[src/rtl/gen_sim_play_if.sv]
// ---------------------------------------------------------------------------
// gen_sim_play_if
// AXI-Stream style queue-word channel feeding the generator simulator.
//
// Signals:
//   tdata  [DW-1:0]  queue word (payload + length + mode flag)
//   tvalid           producer has a word this cycle
//   tready           consumer can accept a word this cycle
//
// Modports:
//   master  producer side (drives tdata/tvalid, reads tready)
//   slave   consumer side (reads tdata/tvalid, drives tready)
// ---------------------------------------------------------------------------
interface gen_sim_play_if #(
    parameter int DW = 160
);
    logic [DW-1:0] tdata;
    logic          tvalid;
    logic          tready;

    modport master (output tdata, output tvalid, input  tready);
    modport slave  (input  tdata, input  tvalid, output tready);
endinterface

[src/rtl/gen_sim_play.sv]
// ---------------------------------------------------------------------------
// gen_sim_play
// Cycle-accurate stand-in for a signal generator behind the tProc queue.
// Each accepted queue word is played on dout for len samples, where
// len = tdata[NW-1:0] (0 plays as 1). tdata[MODE_BIT] selects periodic
// (repeat the period until a new word arrives at a period boundary) or
// non-periodic (play once, then go idle with dout cleared).
//
// Parameters:
//   DW        queue word / dout width
//   NW        length field width (also the sample counter width)
//   MODE_BIT  bit index of the mode flag, NW <= MODE_BIT < DW
//
// Ports:
//   clk          system clock
//   rstn         asynchronous active-low reset
//   s_axis       queue word input channel (gen_sim_play_if.slave)
//   dout         word being played, zero when idle
//   dout_valid   dout carries a playing word
//   dout_last    final sample of the current period
//   busy         block is in PLAY
//   underflow_cnt, underflow   (only with GEN_SIM_PLAY_UNDERFLOW_EN)
//                saturating count / 1-cycle pulse of non-periodic words
//                that finished with no successor waiting
//
// Optional feature macro: GEN_SIM_PLAY_UNDERFLOW_EN
// ---------------------------------------------------------------------------
module gen_sim_play #(
    parameter int DW       = 160,
    parameter int NW       = 16,
    parameter int MODE_BIT = 16
) (
    input  logic          clk,
    input  logic          rstn,
    gen_sim_play_if.slave s_axis,
    output logic [DW-1:0] dout,
    output logic          dout_valid,
    output logic          dout_last,
`ifdef GEN_SIM_PLAY_UNDERFLOW_EN
    output logic [15:0]   underflow_cnt,
    output logic          underflow,
`endif
    output logic          busy
);

    if (MODE_BIT < NW || MODE_BIT >= DW) begin : g_param_check
        $error("gen_sim_play: MODE_BIT must satisfy NW <= MODE_BIT < DW");
    end

    typedef enum logic {
        S_IDLE = 1'b0,
        S_PLAY = 1'b1
    } state_t;

    localparam logic [NW-1:0] L_ONE = {{(NW-1){1'b0}}, 1'b1};

    state_t        r_state;
    logic [NW-1:0] r_cnt;
    logic [NW-1:0] r_len;
    logic          r_mode;
    logic [DW-1:0] r_dout;
    logic          r_dout_valid;
`ifdef GEN_SIM_PLAY_UNDERFLOW_EN
    logic [15:0]   r_underflow_cnt;
    logic          r_underflow;
`endif

    logic          w_cnt_zero;
    logic          w_xfer;
    logic [NW-1:0] w_len;

    assign w_cnt_zero = (r_cnt == '0);

    // tready is a function of registered state only, so an upstream that
    // derives tvalid from tready can never close a combinational loop.
    assign s_axis.tready = (r_state == S_IDLE) || w_cnt_zero;
    assign w_xfer        = s_axis.tvalid && s_axis.tready;

    // A zero length field still plays one sample.
    assign w_len = (s_axis.tdata[NW-1:0] == '0) ? L_ONE : s_axis.tdata[NW-1:0];

    // NOTE: all state below uses non-blocking assignments so every register
    // samples the pre-edge values; blocking here would create order-dependent
    // simulation and mismatch synthesis.
    always_ff @(posedge clk or negedge rstn) begin
        if (!rstn) begin
            r_state      <= S_IDLE;
            r_cnt        <= '0;
            r_len        <= '0;
            r_mode       <= 1'b0;
            r_dout       <= '0;
            r_dout_valid <= 1'b0;
`ifdef GEN_SIM_PLAY_UNDERFLOW_EN
            r_underflow_cnt <= '0;
            r_underflow     <= 1'b0;
`endif
        end else begin
`ifdef GEN_SIM_PLAY_UNDERFLOW_EN
            r_underflow <= 1'b0;
`endif
            if (w_xfer) begin
                // Load a new word: from IDLE or gapless at a period boundary.
                r_state      <= S_PLAY;
                r_dout       <= s_axis.tdata;
                r_len        <= w_len;
                r_mode       <= s_axis.tdata[MODE_BIT];
                r_cnt        <= w_len - L_ONE;
                r_dout_valid <= 1'b1;
            end else if (r_state == S_PLAY) begin
                if (!w_cnt_zero) begin
                    r_cnt <= r_cnt - L_ONE;
                end else if (r_mode) begin
                    // Periodic: restart the period with no gap.
                    r_cnt <= r_len - L_ONE;
                end else begin
                    r_state      <= S_IDLE;
                    r_dout       <= '0;
                    r_dout_valid <= 1'b0;
`ifdef GEN_SIM_PLAY_UNDERFLOW_EN
                    r_underflow <= 1'b1;
                    if (r_underflow_cnt != 16'hFFFF) begin
                        r_underflow_cnt <= r_underflow_cnt + 16'd1;
                    end
`endif
                end
            end
        end
    end

    assign dout       = r_dout;
    assign dout_valid = r_dout_valid;
    assign busy       = (r_state == S_PLAY);
    assign dout_last  = (r_state == S_PLAY) && w_cnt_zero;
`ifdef GEN_SIM_PLAY_UNDERFLOW_EN
    assign underflow_cnt = r_underflow_cnt;
    assign underflow     = r_underflow;
`endif

endmodule

[src/flat_wrapper.sv]
// flat-port wrapper written by rule: the top's interface ports become plain ports
module gen_sim_play_flat 
#(
    parameter int DW       = 160,
    parameter int NW       = 16,
    parameter int MODE_BIT = 16
)
  (clk, rstn, dout, dout_valid, dout_last, busy, s_axis_tdata, s_axis_tvalid, s_axis_tready);
  gen_sim_play_if #(.DW(DW)) s_axis_i ();
  input  logic clk;
  input  logic rstn;
  output logic [DW-1:0] dout;
  output logic dout_valid;
  output logic dout_last;
  output logic busy;
  input wire logic [$bits(s_axis_i.tdata)-1:0] s_axis_tdata;
  input wire logic [$bits(s_axis_i.tvalid)-1:0] s_axis_tvalid;
  output wire logic [$bits(s_axis_i.tready)-1:0] s_axis_tready;
  assign s_axis_i.tdata = s_axis_tdata;
  assign s_axis_i.tvalid = s_axis_tvalid;
  assign s_axis_tready = s_axis_i.tready;
  gen_sim_play #(.DW(DW), .NW(NW), .MODE_BIT(MODE_BIT)) u_core (.clk(clk), .rstn(rstn), .s_axis(s_axis_i), .dout(dout), .dout_valid(dout_valid), .dout_last(dout_last), .busy(busy));
endmodule
[config.mk]
export PLATFORM = sky130hd
export DESIGN_NAME = gen_sim_play_flat
export DESIGN_NICKNAME = d
export VERILOG_FILES = /design/src/rtl/gen_sim_play_if.sv /design/src/rtl/gen_sim_play.sv /design/src/flat_wrapper.sv
export SDC_FILE = /design/constraint.sdc
export NUM_CORES = 1
export LEC_CHECK = 0
export ABC_AREA = 1
export CELL_PAD_IN_SITES_DETAIL_PLACEMENT = 0
export CELL_PAD_IN_SITES_GLOBAL_PLACEMENT = 1
export CORE_MARGIN = 10
export CORE_UTILIZATION = 28
export CTS_CLUSTER_DIAMETER = 50
export CTS_CLUSTER_SIZE = 30
export DETAILED_ROUTE_END_ITERATION = 10
export HOLD_SLACK_MARGIN = 0.02
export PLACE_DENSITY = 0.86
export SYNTH_ARGS = -nofsm -noshare
export SYNTH_HDL_FRONTEND = slang
export SYNTH_SLANG_ARGS = --single-unit
[constraint.sdc]
create_clock -name clk -period 2.2 [get_ports clk]
set_input_delay 0.44 -clock clk [delete_from_list [all_inputs] [get_ports clk]]
set_output_delay 0.44 -clock clk [all_outputs]
set_load 0.01 [all_outputs]
==> results.yml, run 1 <==
timing:
  setup-violations-final: 0
  fmax_ghz: 0.4644
  hold_violations: 0
  postLayoutSetupSlackWorst_ns: 0.04674
  rsz0062_at_grt: "true"
  finalCritPeriodShare_pct: 97.88
  finClkSkew_ns: 0.01748
  tightestPinTransition_ns: 0.5123
  maxSlewHeadroom_pct: 65.84
  slew_viol_final: 0
  period_needed_ns: 2.153
cts:
  cts_root_buf: "clkbuf_16"
  path_clk_slew_ns: 0.07
  cts_buffers: 17
  clock_sinks: 195
  cts.path.max_buffers: 2
  insertion_delay_ns: 0.44
  cts_tree: "built"
  h-tree-depth: 4
pwr:
  p_int_mw: 5.403
  switching_share_pct: 23.01
  pwr-share-clk_pct: 43.0
  irDropWorstVdd_v: 0.0004326
  p_sw_mw: 1.614
  total_leakage_power_nw: 5.800
  powerDensity_mw_per_mm2: 531.0
  power.sequential.fraction_pct: 51.0
  combPwrFrac_pct: 5.9
setup_path:
  crit_family: "simple AND/OR/NAND/NOR gates"
  cp-end-kind: "primary output"
  start_kind: "flip-flop"
  slowest_delay_ns: 0.40
  arrival_ns: 1.71
  slowest_stage: "dfrtp_1"
  worst-path-buf-inv: 2
  crit_fanout: 6
  critical_path_class: "reg2out"
  path_cells: "nor2_2 > nand2_2 > nor2_4 > nand2_4 > buf_4 > nor2_1 > buf_2"
  cp.required_ns: 1.76
route:
  met3_wirelength_um: 2557
  drt_first_pass_iters: 5
  drtIter0Drc: 354
  wl_met2_um: 13790
  drc: 0
  top_layer: "met4"
  wl_per_cell_um: 16.30
  wirelength_um: 28790
  vias_per_cell: 4.335
  vias: 7656
  wl_met1_um: 12070
  ant_nets: 0
floorplanning:
  die_y_um: 191.9
  die-area_mm2: 0.03684
  rows: 62
  die_x_um: 191.9
  ios: 327
  initial_core_util_pct: 28.60
  core_mm2: 0.02894
synth:
  ys_seq_elements: 195
  yosysSeqAreaShare_pct: 58.96
  postSynthAreaPerCell_um2: 8.377
  syn_inst: 988
  yosysUniqueCellTypes: 26
  syn_area_mm2: 0.008277
  synthesis.nets: 1152
  yosysWarnings: 0
place:
  place_hpwl_um: 21710
  place_ws_ns: -0.2996
  gp_congestion: 0.8549
  portBuffers: 326
  dpl_cell_area_mm2: 0.01248
  dpl.cell_count: 1728
global_routing:
  grt_overflow: 0
  antenna_found_initial: 0
  grt_pass1_vias: 7741
  grt_max_degree: 77
  track_usage_pct: 15.36
  grt_first_pass_wirelength_um: 44240
final_layout:
  post-route-util_pct: 45.68
  drive_gt1_share_pct: 11.72
  area_delta_synth_final_pct: 59.68
  final_cell_count_no_fill: 1766
  stdcell_area_mm2: 0.01322
  fillers: 2770
  diodes: 0
  finalNetCount: 1533
outcome:
  outcome: "completed"
worst_hold_path:
  hp-class: "reg2reg"
job:
  drv_cap: 0
## through the flow
step	power (mW)	TNS, ns	hold WS [ns]
3_3_place_gp	4.071	-1.612	0.4566
2_1_floorplan	3.663	0	0.1444
5_1_grt	7.276	-0.8315	0.5077
3_5_place_dp	4.074	-2.252	0.4639
4_1_cts	7.108	-0.01343	0.4826
6_report	7.017	0	0.4803
## power groups by stage
stage               logic [mW]  registers, mW  clock network, mW
finish                   0.417           3.58               3.02
global route             0.453           3.58               3.24
CTS                      0.425           3.58               3.10
detailed placement       0.422           3.65                  0
global placement         0.419           3.65                  0
floorplan               0.0101           3.65                  0
## path summary, 6_finish.rpt
| kind | start | end | slack [ns] | cells past startpoint |
|---|---|---|---|---|
| worst max-delay path | u_core.r_cnt[14] | dout_last | 0.05 | 7 |
| worst min-delay path | u_core.r_len[12] | u_core.r_len[12] | 0.48 | 2 |
| worst max register to register | u_core.r_cnt[14] | u_core.r_cnt[6] | 0.05 | 17 |
| worst min register to register | u_core.r_len[12] | u_core.r_len[12] | 0.48 | 2 |
| max in group asynchronous | rstn | u_core.dout[27] | 0.98 | 3 |
| min in group asynchronous | rstn | u_core.dout[151] | 0.56 | 2 |
## what timing repair did
action                                  4_1_cts  5_1_grt
buffers inserted                              2        3
resized for setup                            14       41
hold buffers                                  1        0
endpoints found under the setup margin       37       16
endpoints found under the hold margin        48        0
pin swaps                                     6       14
## cell type report
class / count / area [µm²] / share of cell area [%]
clock buffer: 21 / 460.4 / 3.484
timing repair buffer: 405 / 3971 / 30.05
sequential: 195 / 4880 / 36.92
multi-input combinational: 552 / 2585 / 19.56
tap: 384 / 480.5 / 3.635
inverter: 198 / 745.7 / 5.642
clock inverter: 11 / 93.84 / 0.7100
## cell families (layout without fill, tap and decap cells)
kind of cell	after synthesis	in the layout	share of synthesized area, %
AO/OA/AOI/OAI	183	183	11.31
XOR/XNOR	2	2	0.2117
adder cells (fa/ha/maj)	1	1	0.1511
buffers and inverters	241	635	11.32
flip-flops	195	195	58.96
AND/OR/NAND/NOR	366	366	18.05
## worst reg2reg max path, cell delays in order (launching register included)
cell and delay [ns]:
dfrtp_1 0.40, nor2_2 0.17, nand2_2 0.10, nor2_4 0.12, nand2_4 0.07, nand2_4 0.07, nand2_4 0.08, o21ai_2 0.07
nand2_1 0.09, inv_2 0.09, ha_4 0.13, inv_2 0.04, nor2_4 0.13, nand2_2 0.09, nor2_4 0.16, xor2_1 0.16
nand2_1 0.07, nand2_1 0.06
## registers in the layout (all words and copies together) (netlist names)
| signal | cells |
|---|---|
| u_core.dout | 160 |
| u_core.r_cnt | 16 |
| u_core.r_len | 16 |
| u_core.busy | 1 |
| u_core.dout_valid | 1 |
| u_core.r_mode | 1 |
## layout by cell type (no fill, tap or decap), types with 3 or more instances in the layout
| cell | instances |
|---|---|
| nand2_1 | 255 |
| nand2_4 | 3 |
| clkbuf_8 | 3 |
| o21ai_0 | 171 |
| buf_4 | 65 |
| nand2_2 | 17 |
| clkinv_4 | 4 |
| clkdlybuf4s50_1 | 323 |
| nor2_4 | 7 |
| nand3_1 | 41 |
| inv_1 | 194 |
| buf_6 | 5 |
| nor2_2 | 17 |
| clkbuf_16 | 17 |
| inv_6 | 4 |
| dfrtp_1 | 195 |
| buf_12 | 8 |
| inv_2 | 3 |
| nor2_1 | 23 |
## layer usage
metal  vias to the layer above  global-route usage, %
met4                         0                  4.387
met1                      3635                  18.47
met2                       240                  25.18
met3                        20                  5.731
met5                         -                      0
li1                       3761                      -
## cells in the mapped netlist (all sizes together)
cell	instances	area share, %
nand3	41	2.5
nor2	47	2.5
clkbuf	19	0.86
nand4	2	0.15
a21oi	2	0.12
inv	198	9.0
ha	1	0.15
a22oi	1	0.091
a31oi	2	0.15
o21ai	173	10
o31ai	1	0.15
buf	24	1.5
nand3b	1	0.091
nand2	275	13
o22ai	2	0.15
o21bai	2	0.18
xor2	2	0.21
dfrtp	195	59
Power figures use the tool's default switching activity.
==> run 2, diff against run 1 <==
--- a/config.mk
+++ b/config.mk
@@ -15,6 +15,7 @@
 export DETAILED_ROUTE_END_ITERATION = 10
 export HOLD_SLACK_MARGIN = 0.02
 export PLACE_DENSITY = 0.86
+export RECOVER_POWER = 50
 export SYNTH_ARGS = -nofsm -noshare
 export SYNTH_HDL_FRONTEND = slang
 export SYNTH_SLANG_ARGS = --single-unit
==> run 2 against run 1 <==
Effect of this change: sequential power hardly changed; critical path depth stayed put; flip-flop and latch count stayed put; global-route usage stayed put; wire length hardly changed; power hardly changed; combinational power is 1% lower; highest routed layer unchanged; cell count stayed put; clock skew hardly changed; hold slack hardly changed; clock power hardly changed; largest cell class unchanged.
==> results.yml, run 2 (synthesized netlist as in run 1, its figures left out) <==
outcome:
  outcome: "completed"
final_layout:
  stdcell_area_mm2: 0.01320
  diodes: 0
  final_common_cell: "clkdlybuf4s50_1"
  finalNetCount: 1533
  area_delta_synth_final_pct: 59.46
  largest_register_ffs: 160
  post-route-util_pct: 45.61
  final_cell_count_no_fill: 1766
  final_cell_mix: "323 x clkdlybuf4s50_1, 255 x nand2_1, 195 x dfrtp_1, 194 x inv_1, 171 x o21ai_0"
  drive_gt1_share_pct: 11.72
global_routing:
  grt_first_pass_wirelength_um: 44240
  antenna_found_initial: 0
  grt_max_degree: 77
  track_usage_pct: 15.36
  grt_pass1_vias: 7741
  grt_overflow: 0
floorplanning:
  initial_core_util_pct: 28.60
  ios: 327
  core_mm2: 0.02894
  die_y_um: 191.9
  rows: 62
  die_x_um: 191.9
  die-area_mm2: 0.03684
timing:
  hold_violations: 0
  tightestPinTransition_ns: 1.414
  maxSlewHeadroom_pct: 5.714
  finClkSkew_ns: 0.01746
  fmax_ghz: 0.4636
  slew_viol_final: 0
  period_needed_ns: 2.157
  rsz0062_at_grt: "true"
  finalCritPeriodShare_pct: 98.04
  setup-violations-final: 0
worst_hold_path:
  hp-class: "reg2reg"
  hold_depth: 2
setup_path:
  arrival_ns: 1.72
  cp-end-kind: "primary output"
  start_kind: "flip-flop"
  critical_path_class: "reg2out"
  crit_fanout: 6
  cp.required_ns: 1.76
  r2r.worst_path.cells: 17
cts:
  cts_buffers: 17
  path_clk_slew_ns: 0.07
  insertion_delay_ns: 0.44
  cts_root_buf: "clkbuf_16"
  cts_tree: "built"
  h-tree-depth: 4
  clock_sinks: 195
  cts.path.max_buffers: 2
route:
  ant_nets: 0
  wirelength_um: 28780
  vias: 7646
  drc: 0
  wl_per_cell_um: 16.30
  drt_first_pass_iters: 5
  drtIter0Drc: 354
  vias_per_cell: 4.330
place:
  dpl.cell_count: 1728
  portBuffers: 326
  dpl_cell_area_mm2: 0.01248
  gp_congestion: 0.8549
  place_hpwl_um: 21710
pwr:
  total_leakage_power_nw: 5.793
  irDropWorstVdd_v: 0.0004325
  powerDensity_mw_per_mm2: 531.4
job:
  drv_cap: 0
run 2: cell counts in the layout (fill, tap and decap cells not counted):
No cell type changed its count.
run 2: final cells by class:
cell class,count,area [µm²]
Clock buffer,21,460.4
Tap cell,384,480.5
Multi-Input combinational cell,552,2585
Inverter,198,745.7
Timing Repair Buffer,405,3953
Clock inverter,11,93.84
Fill cell,2772,15740
Sequential cell,195,4880
run 2: layer usage:
| metal | part of all wire (%) | vias to the layer above | GRT usage, % |
|---|---|---|---|
| met5 | 0 | - | 0 |
| met4 | 1.3 | 0 | 4.387 |
| met3 | 9.0 | 20 | 5.731 |
| met2 | 48 | 243 | 25.18 |
| met1 | 42 | 3623 | 18.47 |
| li1 | - | 3760 | - |
run 2: worst paths after layout:
check,start,end,slack [ns]
max in group asynchronous,rstn,u_core.dout[27],0.28
setup / recovery,u_core.r_cnt[13],dout_last,0.04
setup reg to reg,u_core.r_cnt[13],u_core.r_cnt[6],0.05
min in group asynchronous,rstn,u_core.dout[151],0.90
hold reg to reg,u_core.r_len[12],u_core.r_len[12],0.48
hold / removal,u_core.r_len[12],u_core.r_len[12],0.48
run 2: power by group:
part | switching, mW | leakage, nW | internal, mW
registers | 0 | 2.64 | 3.58
logic | 0.134 | 2.88 | 0.279
clock network | 1.48 | 0.271 | 1.54
total | 1.61 | 5.79 | 5.40
run 2: per-stage QoR:
stage	hold WS (ns)	total power, mW	setup slack, ns	setup TNS, ns
4_1_cts	0.4826	7.108	-0.01263	-0.01343
3_5_place_dp	0.4639	4.074	-0.2996	-2.252
6_report	0.4803	7.014	0.04309	0
2_1_floorplan	0.1444	3.663	0.1113	0
5_1_grt	0.5077	7.272	-0.08842	-0.8618
3_3_place_gp	0.4566	4.071	-0.2694	-1.612
run 2: worst max-delay path, stage by stage, from the launching register on:
cell	delay, ns
dfrtp_1	0.40
nor2_2	0.12
nand2_2	0.09
nor2_4	0.17
nand2_4	0.08
buf_4	0.17
nor2_1	0.10
buf_2	0.15
run 2: timing repair:
action | 4_1_cts | 5_1_grt
hold endpoints to repair | 48 | 0
hold buffers | 1 | 0
setup endpoints to repair | 37 | 16
buffers inserted | 2 | 3
pin swaps | 6 | 14
gates resized for setup | 14 | 41
==> run 3, diff against run 2 <==
--- a/config.mk
+++ b/config.mk
@@ -9,12 +9,12 @@
 export CELL_PAD_IN_SITES_DETAIL_PLACEMENT = 0
 export CELL_PAD_IN_SITES_GLOBAL_PLACEMENT = 1
 export CORE_MARGIN = 10
-export CORE_UTILIZATION = 28
+export CORE_UTILIZATION = 25
 export CTS_CLUSTER_DIAMETER = 50
 export CTS_CLUSTER_SIZE = 30
 export DETAILED_ROUTE_END_ITERATION = 10
 export HOLD_SLACK_MARGIN = 0.02
-export PLACE_DENSITY = 0.86
+export PLACE_DENSITY = 0.77
 export RECOVER_POWER = 50
 export SYNTH_ARGS = -nofsm -noshare
 export SYNTH_HDL_FRONTEND = slang
==> constraint.sdc (replaced) <==
create_clock -name clk -period 2.65 [get_ports clk]
set_input_delay 0.53 -clock clk [delete_from_list [all_inputs] [get_ports clk]]
set_output_delay 0.53 -clock clk [all_outputs]
set_load 0.01 [all_outputs]
==> run 3 against run 2 <==
Effect of this change: the run now ends with max-capacitance violations, max-slew violations left; highest routed layer is now met5; critical endpoint is now s_axis_tready; worst setup slack improved by 0.13 ns; register-to-register slack improved by 0.23 ns; first-iteration DRC count decreased by 23%; core utilization is 6.7 points lower; power shrank 14%.
==> results.yml, run 3 (synthesized netlist as in run 1, its figures left out) <==
timing:
  setup-violations-final: 0
  tightestPinTransition_ns: 1.938
  hold_violations: 0
  maxSlewHeadroom_pct: -29.17
  slew_viol_final: 72
  fmax_ghz: 0.4033
  tns_ns: 0
  period_needed_ns: 2.480
  finalCritPeriodShare_pct: 93.57
  rsz0062_at_grt: "false"
  finClkSkew_ns: 0.01141
  holdWs_ns: 0.4763
setup_path:
  critical_path_class: "reg2out"
  slowest_delay_ns: 0.41
  cp.required_ns: 2.12
  path_cells: "nor2_2 > nand2_1 > nor2_4 > nand2_4 > nand2_4 > buf_4 > dlygate4sd2_1"
  crit_top_cell: "nand2_4"
  start_kind: "flip-flop"
  slowest_stage: "dfrtp_1"
  arrival_ns: 1.95
  crit_fanout: 9
  cp-end-kind: "primary output"
route:
  vias: 7329
  vias_per_cell: 4.155
  drt_first_pass_iters: 4
  ant_nets: 0
  wl_per_cell_um: 16.11
  drtIter0Drc: 271
  wirelength_um: 28420
  drc: 0
cts:
  post_cts_buffers: 0
  insertion_delay_ns: 0.45
  cts_tree: "built"
  holdBufCountCts: 0
  cts.path.max_buffers: 2
  path_clk_slew_ns: 0.07
  cts_root_buf: "clkbuf_16"
  cts_buffers: 17
  h-tree-depth: 4
  clock_sinks: 195
outcome:
  outcome: "finished, violations left"
  violations: "max-capacitance violations, max-slew violations"
pwr:
  irDropWorstVdd_v: 0.0004405
  total_leakage_power_nw: 5.757
  powerDensity_mw_per_mm2: 473.1
  fin_total_pwr_mw: 6.008
final_layout:
  area_delta_synth_final_pct: 53.45
  final_cell_mix: "269 x nand2_1, 255 x clkdlybuf4s50_1, 196 x inv_1, 195 x dfrtp_1, 172 x o21ai_0"
  largest_register_ffs: 160
  multiInputGateArea_mm2: 0.002479
  drive_gt1_share_pct: 5.068
  fillers: 3306
  regArea_mm2: 0.004880
  post-route-util_pct: 38.94
  final_common_cell: "nand2_1"
  diodes: 0
  finalNetCount: 1473
worst_hold_path:
  hp-class: "reg2reg"
place:
  gp_congestion: 0.8173
  portBuffers: 326
  place_hpwl_um: 21050
job:
  drv_cap: 1
global_routing:
  grt_overflow: 0
  grt_max_degree: 150
  antenna_found_initial: 2
  track_usage_pct: 13.87
  grt_first_pass_wirelength_um: 44640
  grt_pass1_vias: 7581
floorplanning:
  core_mm2: 0.03262
  die_y_um: 202.0
  die-area_mm2: 0.04078
  rows: 66
  die_x_um: 202.0
  ios: 327
  initial_core_util_pct: 25.37
-- run 3: changes by cell type in the layout (fill, tap and decap cells not counted), moves of 10 or more --
cell	change
buf_4	-53
clkdlybuf4s50_1	-68
dlygate4sd3_1	+67
nand2_1	+14
nand2_2	-14
nor2_1	+14
nor2_2	-10
-- run 3: report_power, final --
group	internal, mW	leakage (nW)	total, mW	switching [mW]
clock	1.45	0.291	2.71	1.26
combinational	0.215	2.82	0.321	0.107
sequential	2.97	2.64	2.97	0
total	4.64	5.76	6.01	1.37
-- run 3: layout make-up --
| class | instances | share of cell area (%) |
|---|---|---|
| sequential | 195 | 38.42 |
| tap | 442 | 4.354 |
| clock inverter | 14 | 1.320 |
| timing repair buffer | 345 | 27.06 |
| multi-input combinational | 552 | 19.52 |
| clock buffer | 18 | 3.458 |
| inverter | 198 | 5.871 |
-- run 3: worst paths after layout --
check / startpoint / to / slack (ns) / cells past startpoint
worst max-delay path: u_core.r_cnt[1] / s_axis_tready / 0.17 / 7
worst min-delay path: u_core.r_len[13] / u_core.r_len[13] / 0.48 / 2
worst max register to register: u_core.r_cnt[1] / u_core.r_cnt[9] / 0.28 / 15
worst min register to register: u_core.r_len[13] / u_core.r_len[13] / 0.48 / 2
max in group asynchronous: rstn / u_core.dout[55] / 0.51 / 2
min in group asynchronous: rstn / u_core.dout[14] / 0.62 / 1
-- run 3: routing by layer --
layer | vias up | track usage, % | share of wire [%]
met5 | - | 0 | 0.046
met4 | 2 | 4.188 | 1.2
met3 | 20 | 5.677 | 8.9
met2 | 231 | 22.39 | 47
met1 | 3427 | 16.56 | 42
li1 | 3649 | - | -
-- run 3: critical path, delay by kind of cell, from the launching register on --
kind                   cells  cell delay (ns)
buffers and inverters      2             0.46
AND/OR/NAND/NOR            5             0.64
flip-flops                 1             0.41
-- run 3: what timing repair did --
action,CTS,global route
gates resized for setup,3,3
pin swaps,0,1
endpoints found under the setup margin,2,2
cloned,0,0
hold endpoints to repair,0,0
-- run 3: per-stage QoR --
step	instances	area, µm²	setup slack [ns]
3_3_place_gp	1732	12120	0.1090
6_report	1764	12700	0.1704
4_1_cts	1764	12730	0.02625
5_1_grt	1764	12700	0.03278
3_5_place_dp	1732	12120	0.1054
2_1_floorplan	988	8277	0.5613
